$ cat config.mk
export PLATFORM = sky130hd
export DESIGN_NAME = in_debouncer
export DESIGN_NICKNAME = d
export VERILOG_FILES = /design/src/rtl/in_debouncer.sv
export SDC_FILE = /design/constraint.sdc
export NUM_CORES = 1
export LEC_CHECK = 0
export ABC_AREA = 1
export CAP_MARGIN = 40
export CORE_AREA = 2 2 39 41
export DETAILED_ROUTE_END_ITERATION = 8
export DIE_AREA = 0 0 41 43
export GPL_TIMING_DRIVEN = 0
export PLACE_DENSITY = 0.62
export SLEW_MARGIN = 20
export SYNTH_ARGS = -nofsm -noshare
export SYNTH_HDL_FRONTEND = slang
export SYNTH_SLANG_ARGS = --single-unit
$ cat constraint.sdc
create_clock -name clk -period 1 [get_ports clk]
set_input_delay 0.1 -clock clk [delete_from_list [all_inputs] [get_ports clk]]
set_output_delay 0.1 -clock clk [all_outputs]
set_load 0.005 [all_outputs]
$ cat src/rtl/in_debouncer.sv
// Input conditioner: synchronizes an asynchronous raw level, rejects short glitches,
// and emits a clean registered level with single-cycle rise/fall pulses.
module in_debouncer #(
    parameter int SYNC_STAGES     = 2,
    parameter int DEBOUNCE_CYCLES = 4
) (
    input  logic clk,
    input  logic async_rst,
    input  logic raw_in,
    input  logic enable,
    output logic in_clean,
    output logic rise_pulse,
    output logic fall_pulse
);

    localparam int              CNT_W    = $clog2(DEBOUNCE_CYCLES + 1);
    localparam logic [CNT_W-1:0] CNT_LAST = CNT_W'(DEBOUNCE_CYCLES - 1);
    localparam logic [CNT_W-1:0] CNT_ONE  = CNT_W'(1);

    typedef enum logic [1:0] {
        STABLE_LOW  = 2'b00,
        WAIT_HIGH   = 2'b01,
        STABLE_HIGH = 2'b10,
        WAIT_LOW    = 2'b11
    } state_t;

    logic [SYNC_STAGES-1:0] r_sync;
    logic                   w_sync_q;
    state_t                 r_state,    w_state_nxt;
    logic [CNT_W-1:0]       r_cnt,      w_cnt_nxt;
    logic                   r_in_clean, w_in_clean_nxt;
    logic                   r_rise,     w_rise_nxt;
    logic                   r_fall,     w_fall_nxt;

    assign w_sync_q = r_sync[SYNC_STAGES-1];

    // The synchronizer runs regardless of enable so sync_q is always current.
    // NOTE: sequential state uses non-blocking assignments so every flop samples pre-edge values.
    always_ff @(posedge clk or negedge async_rst) begin
        if (!async_rst) begin
            r_sync <= '0;
        end else begin
            r_sync <= {r_sync[SYNC_STAGES-2:0], raw_in};
        end
    end

    always_ff @(posedge clk or negedge async_rst) begin
        if (!async_rst) begin
            r_state    <= STABLE_LOW;
            r_cnt      <= '0;
            r_in_clean <= 1'b0;
            r_rise     <= 1'b0;
            r_fall     <= 1'b0;
        end else begin
            r_state    <= w_state_nxt;
            r_cnt      <= w_cnt_nxt;
            r_in_clean <= w_in_clean_nxt;
            r_rise     <= w_rise_nxt;
            r_fall     <= w_fall_nxt;
        end
    end

    // NOTE: every combinational output gets a default first so no latch is inferred.
    always_comb begin
        w_state_nxt    = r_state;
        w_cnt_nxt      = r_cnt;
        w_in_clean_nxt = r_in_clean;
        w_rise_nxt     = 1'b0;
        w_fall_nxt     = 1'b0;

        case (r_state)
            STABLE_LOW: begin
                if (w_sync_q && enable) begin
                    if (DEBOUNCE_CYCLES == 1) begin
                        w_state_nxt    = STABLE_HIGH;
                        w_in_clean_nxt = 1'b1;
                        w_rise_nxt     = 1'b1;
                    end else begin
                        w_state_nxt = WAIT_HIGH;
                        w_cnt_nxt   = CNT_ONE;
                    end
                end
            end
            WAIT_HIGH: begin
                if (!w_sync_q || !enable) begin
                    w_state_nxt = STABLE_LOW;
                    w_cnt_nxt   = '0;
                end else if (r_cnt == CNT_LAST) begin
                    w_state_nxt    = STABLE_HIGH;
                    w_cnt_nxt      = '0;
                    w_in_clean_nxt = 1'b1;
                    w_rise_nxt     = 1'b1;
                end else begin
                    w_cnt_nxt = r_cnt + CNT_ONE;
                end
            end
            STABLE_HIGH: begin
                if (!w_sync_q && enable) begin
                    if (DEBOUNCE_CYCLES == 1) begin
                        w_state_nxt    = STABLE_LOW;
                        w_in_clean_nxt = 1'b0;
                        w_fall_nxt     = 1'b1;
                    end else begin
                        w_state_nxt = WAIT_LOW;
                        w_cnt_nxt   = CNT_ONE;
                    end
                end
            end
            WAIT_LOW: begin
                if (w_sync_q || !enable) begin
                    w_state_nxt = STABLE_HIGH;
                    w_cnt_nxt   = '0;
                end else if (r_cnt == CNT_LAST) begin
                    w_state_nxt    = STABLE_LOW;
                    w_cnt_nxt      = '0;
                    w_in_clean_nxt = 1'b0;
                    w_fall_nxt     = 1'b1;
                end else begin
                    w_cnt_nxt = r_cnt + CNT_ONE;
                end
            end
            default: begin
                w_state_nxt    = STABLE_LOW;
                w_cnt_nxt      = '0;
                w_in_clean_nxt = 1'b0;
            end
        endcase
    end

    assign in_clean   = r_in_clean;
    assign rise_pulse = r_rise;
    assign fall_pulse = r_fall;

endmodule

**After elaboration in Yosys (flattened, before gate mapping)**

Cells that the tools add are included.

- Equal/unequal tests: 12
- Divide/modulo/power cells: 0
- Order comparisons: 0
- Shift-type cells: 0
- Reduce and logical (&&, ||, !) cells: 11
- Add/subtract/negate cells: 1
- Muxes and demuxes: 23
- Multipliers: 0
- Bitwise logic cells: 0

Operators by type and width:

| kind | count |
|---|---|
| 3-bit two-way mux | 5 |
| 2-bit two-way mux | 6 |
| 2-bit inequality test, second input constant | 6 |
| 3-bit case mux with 4 select lines | 1 |
| 1-bit two-way mux | 9 |
| 2-bit case mux with 4 select lines | 1 |
| 3-bit inequality test, second input constant | 2 |
| 5-bit AND reduction | 1 |
| 2-bit equality test, second input constant | 2 |
| 4-bit AND reduction | 1 |
| 3-bit by 1-bit adder with 3-bit output, second input constant | 1 |
| 3-bit by 2-bit equality test with 1-bit output, second input constant | 1 |
| 2-bit by 1-bit equality test with 1-bit output, second input constant | 1 |
| 1-bit logical AND | 2 |
| 1-bit zero test | 2 |
| 2-bit zero test | 1 |
| 1-bit logical OR | 2 |
| 1-bit case mux with 2 select lines | 1 |
| 2-bit AND reduction | 1 |
| 2-bit nonzero test | 1 |

- Memories: 0
- Memory bits (writable): 0
- Logic and storage cells: 53
- Bits in registers: 10
- ROM bits: 0
- Output and inout bits: 3
- Latch bits: 0

**Logic depth before layout (Yosys ltp)**

- Depth after elaboration: 4
- Gate-level depth with buffers: 8
- Mapped depth without buffers: 7

**Worst setup path after synthesis**

Ideal clock, no wire load.

- Path kind: register to register
- Start: reg r_cnt[0]
- End: reg r_in_clean (netlist: in_clean)
- Slack: -30 ps
- Arrival time: 908 ps
- Library setup time: 122 ps
- Stages on the path, launching flop included: 6
- Data required time: 878 ps
- Path buffers: 0
- Cells stage by stage: dfrtp_1 > ha_1 > nand2_1 > nand2_1 > nand2_2 > a21oi_2

- Longest elaborated chain between the ends: 3
- Elaborated cells on any way between the ends: 4
- Those cells by class: 3 x eq/ne; 1 x reduce/logical

Ends and longest elaborated chain:

| item | line | source |
|---|---|---|
| start: declaration | 30 | `logic [CNT_W-1:0] r_cnt, w_cnt_nxt;` |
| start signal: assignment | 56 | `r_cnt <= w_cnt_nxt;` |
| 3-bit by 2-bit equality test with 1-bit output (*) | 88, 113 |  |
| 2-bit inequality test (no line) | - |  |
| 5-bit AND reduction (no line) (*) | - |  |
| end signal: assignment | 57 | `r_in_clean <= w_in_clean_nxt;` |
| end: declaration | 31 | `logic r_in_clean, w_in_clean_nxt;` |

Mark *: on every way between the ends. The rest lies on a longest branch, timed or not.
A chain may end at the register's enable or synchronous reset.

**Final worst setup path**

Same ends and word-level chain as after synthesis.

==> flow_metrics.py <==
metrics = {
    "outcome": {
        "status": "finished, violations left",
        "violations": "negative setup slack",
    },
    "hold_path": {
        "hold_path_class": "in2async",
    },
    "global_route": {
        "grt_pass1_wl_um": 1480,
        "grt.overflow.total": 0,
        "grt_usage": 0.131,
        "grt_pass1_vias": 359,
        "grt_max_degree": 11,
        "antenna_found_initial": 0,
    },
    "timing": {
        "setup_tns_ns": -0.133,
        "rsz0062_at_grt": "true",
        "fin_crit_sh": 1.06,
        "max_freq_mhz": 947,
        "tightestPinTransition_ns": 0.442,
        "setup_ws_ns": -0.0563,
        "slew_headroom": 0.704,
        "skew_ns": 0.00534,
        "hold_violations": 0,
        "drv_slew": 0,
        "setup_violations": 5,
        "min_period_ns": 1.06,
        "whs_ns": 0.143,
    },
    "setup_path": {
        "worst-path-buf-inv": 0,
        "reg2regPathDepth": 5,
        "worstPathRequired_ns": 1.15,
        "cp_num_cells": 5,
        "cp_common_cell": "nand2_2",
        "worstSetupEndpointType": "register",
        "crit_chain": "ha_2, nand2_2, nand2_1, nand2_2, a21oi_2",
        "critPathMaxFanout": 6,
        "worst_setup_path_start_kind": "register",
        "crit_family": "flip-flops",
        "slowest_stage": "dfrtp_1",
        "critPathMaxStageDelay_ns": 0.38,
        "path_class": "reg2reg",
        "arrival_ns": 1.21,
    },
    "layout": {
        "finish.instance_area_um2": 702,
        "drive_gt1_frac": 0.521,
        "areaGrowthSynthToFinish_pct": 38.5,
        "final-seq-area_um2": 251,
        "fillers": 139,
        "multi_input_area_um2": 262,
        "nets": 80,
        "finalNonFillerCells": 89,
        "num_antenna_cells": 0,
        "fin_util": 0.507,
    },
    "route": {
        "dr_total_vias": 408,
        "initialDrtViolationCount": 1,
        "first_pass_iters": 4,
        "vias_per_cell": 4.58,
        "wl_per_cell_um": 11.1,
        "ant_nets": 0,
        "remaining_drc_errors": 0,
        "totalWireLength_um": 986,
    },
    "logic_synthesis": {
        "yosys_warnings": 0,
        "synth.distinct_cells": 16,
        "ys_ff_latch": 10,
        "ys_seq_area_frac": 0.494,
        "netlist.area_leader.share": 0.494,
        "syn_avg_cell_area_um2": 8.45,
        "syn_area_um2": 507,
        "syn_inst": 60,
        "synth_edf_count": 0,
        "synth_flop_cell": "dfrtp_1",
        "synthTopCellsByArea": "dfrtp_1 49%, nand2_1 9.6%, nand2_2 7.4%, inv_1 5.2%, nand3_1 4.0%",
        "syn_nets": 65,
        "ys_async_sr_fraction": 1.00,
        "yosysTopAreaCell": "dfrtp_1",
        "synthTopCellsByCount": "13 x nand2_1, 10 x dfrtp_1, 7 x inv_1",
        "synth_most_common_cell": "nand2_1",
    },
    "clocking": {
        "cts_tree": "done",
        "path_clk_slew_ns": 0.06,
        "cts_root_buf": "clkbuf_4",
        "htreeDepth": 1,
        "cts_buffer_depth": 2,
        "numClockSinks": 10,
        "cts_hold_buf": 0,
        "worstSkewPairLatency_ns": 0.27,
        "cts_buffers": 3,
    },
    "placed_design": {
        "hpwlAfterDp_um": 659,
        "port_buffers": 6,
        "dp.cells": 82,
        "gp_congestion": 0.760,
        "place_area_um2": 589,
    },
    "die": {
        "rows": 14,
        "io-pin-count": 7,
        "start_util": 0.366,
        "die_width_um": 41,
        "die_h_um": 43,
        "core_um2": 1380,
        "die_area_um2": 1760,
    },
    "job": {
        "maxCapViolCount": 0,
    },
    "power_and_ir_drop": {
        "irDropWorstVdd_uv": 1160,
        "powerDensity_nw_per_um2": 2380,
        "leakagePower_nw": 0.361,
    },
}
## state kept, by name (all words and copies together), names as in the netlist
| signal | cells |
|---|---|
| r_cnt | 3 |
| r_state | 2 |
| r_sync | 2 |
| fall_pulse | 1 |
| in_clean | 1 |
| rise_pulse | 1 |
## cell usage in the layout (no fill, tap or decap), drive strengths merged
cell type      netlist  layout
a21oi                5       5
buf                  1       5
clkbuf               0       3
clkdlybuf4s15        0       1
clkdlybuf4s50        0       3
dfrtp               10      10
dlygate4sd2          0       2
ha                   1       1
inv                 12      12
nand2               20      20
nand3                4       4
nand4                1       1
nor2                 5       5
o21ai                1       1
## layer usage
metal,GRT usage,routed length [µm],vias to the layer above
met5,0,0,-
met4,0.100,19,0
met3,0.0157,18,3
met2,0.184,513,6
met1,0.173,435,189
li1,-,-,210
## worst register-to-register path, cell delays in order (launching register included)
cell and delay [ns]:
dfrtp_1 0.38, ha_2 0.21, nand2_2 0.14, nand2_1 0.09, nand2_2 0.07, a21oi_2 0.05
## logic make-up after synthesis
| group | after synthesis | share of synthesized area |
|---|---|---|
| adders and majority gates | 1 | 0.0247 |
| buffers and inverters | 13 | 0.116 |
| DFF | 10 | 0.494 |
| and+or+nand+nor | 30 | 0.291 |
| AOI/OAI and AO/OA | 6 | 0.0741 |
## what timing repair did
| action | CTS | global route |
|---|---|---|
| setup endpoints to repair | 9 | 9 |
| pin swaps | 7 | 9 |
| resized for setup | 14 | 9 |
| setup buffers | 2 | 2 |
## per-stage QoR
stage	power [mW]	setup slack (ns)
final	1.67	-0.0563
after global routing	1.78	-0.119
after CTS	1.52	-0.0370
after detailed placement	1.14	-0.272
after global placement	1.13	-0.287
after floorplan	1.02	0.00162
## worst paths after layout
kind | start | slack (ns) | end
min in group clk | raw_in | 0.27 | r_sync[0]
max reg2reg | r_cnt[0] | -0.06 | in_clean
min reg2reg | r_sync[0] | 0.37 | r_sync[1]
min | async_rst | 0.14 | r_cnt[0]
max in group asynchronous | async_rst | 0.53 | r_sync[1]
max | r_cnt[0] | -0.06 | in_clean
## layout make-up
type,count,area share
Buffer,1,0.0160
Clock buffer,3,0.0321
Inverter,12,0.0677
Multi-Input combinational cell,37,0.373
Sequential cell,10,0.358
Tap cell,16,0.0285
Timing Repair Buffer,10,0.125
## power breakdown
group,internal [mW],switching [mW],total [mW]
Sequential,0.488,0.0634,0.551
Combinational,0.355,0.493,0.848
Clock,0.139,0.132,0.271
Total,0.982,0.689,1.67
(Power assumes the default switching activity.)
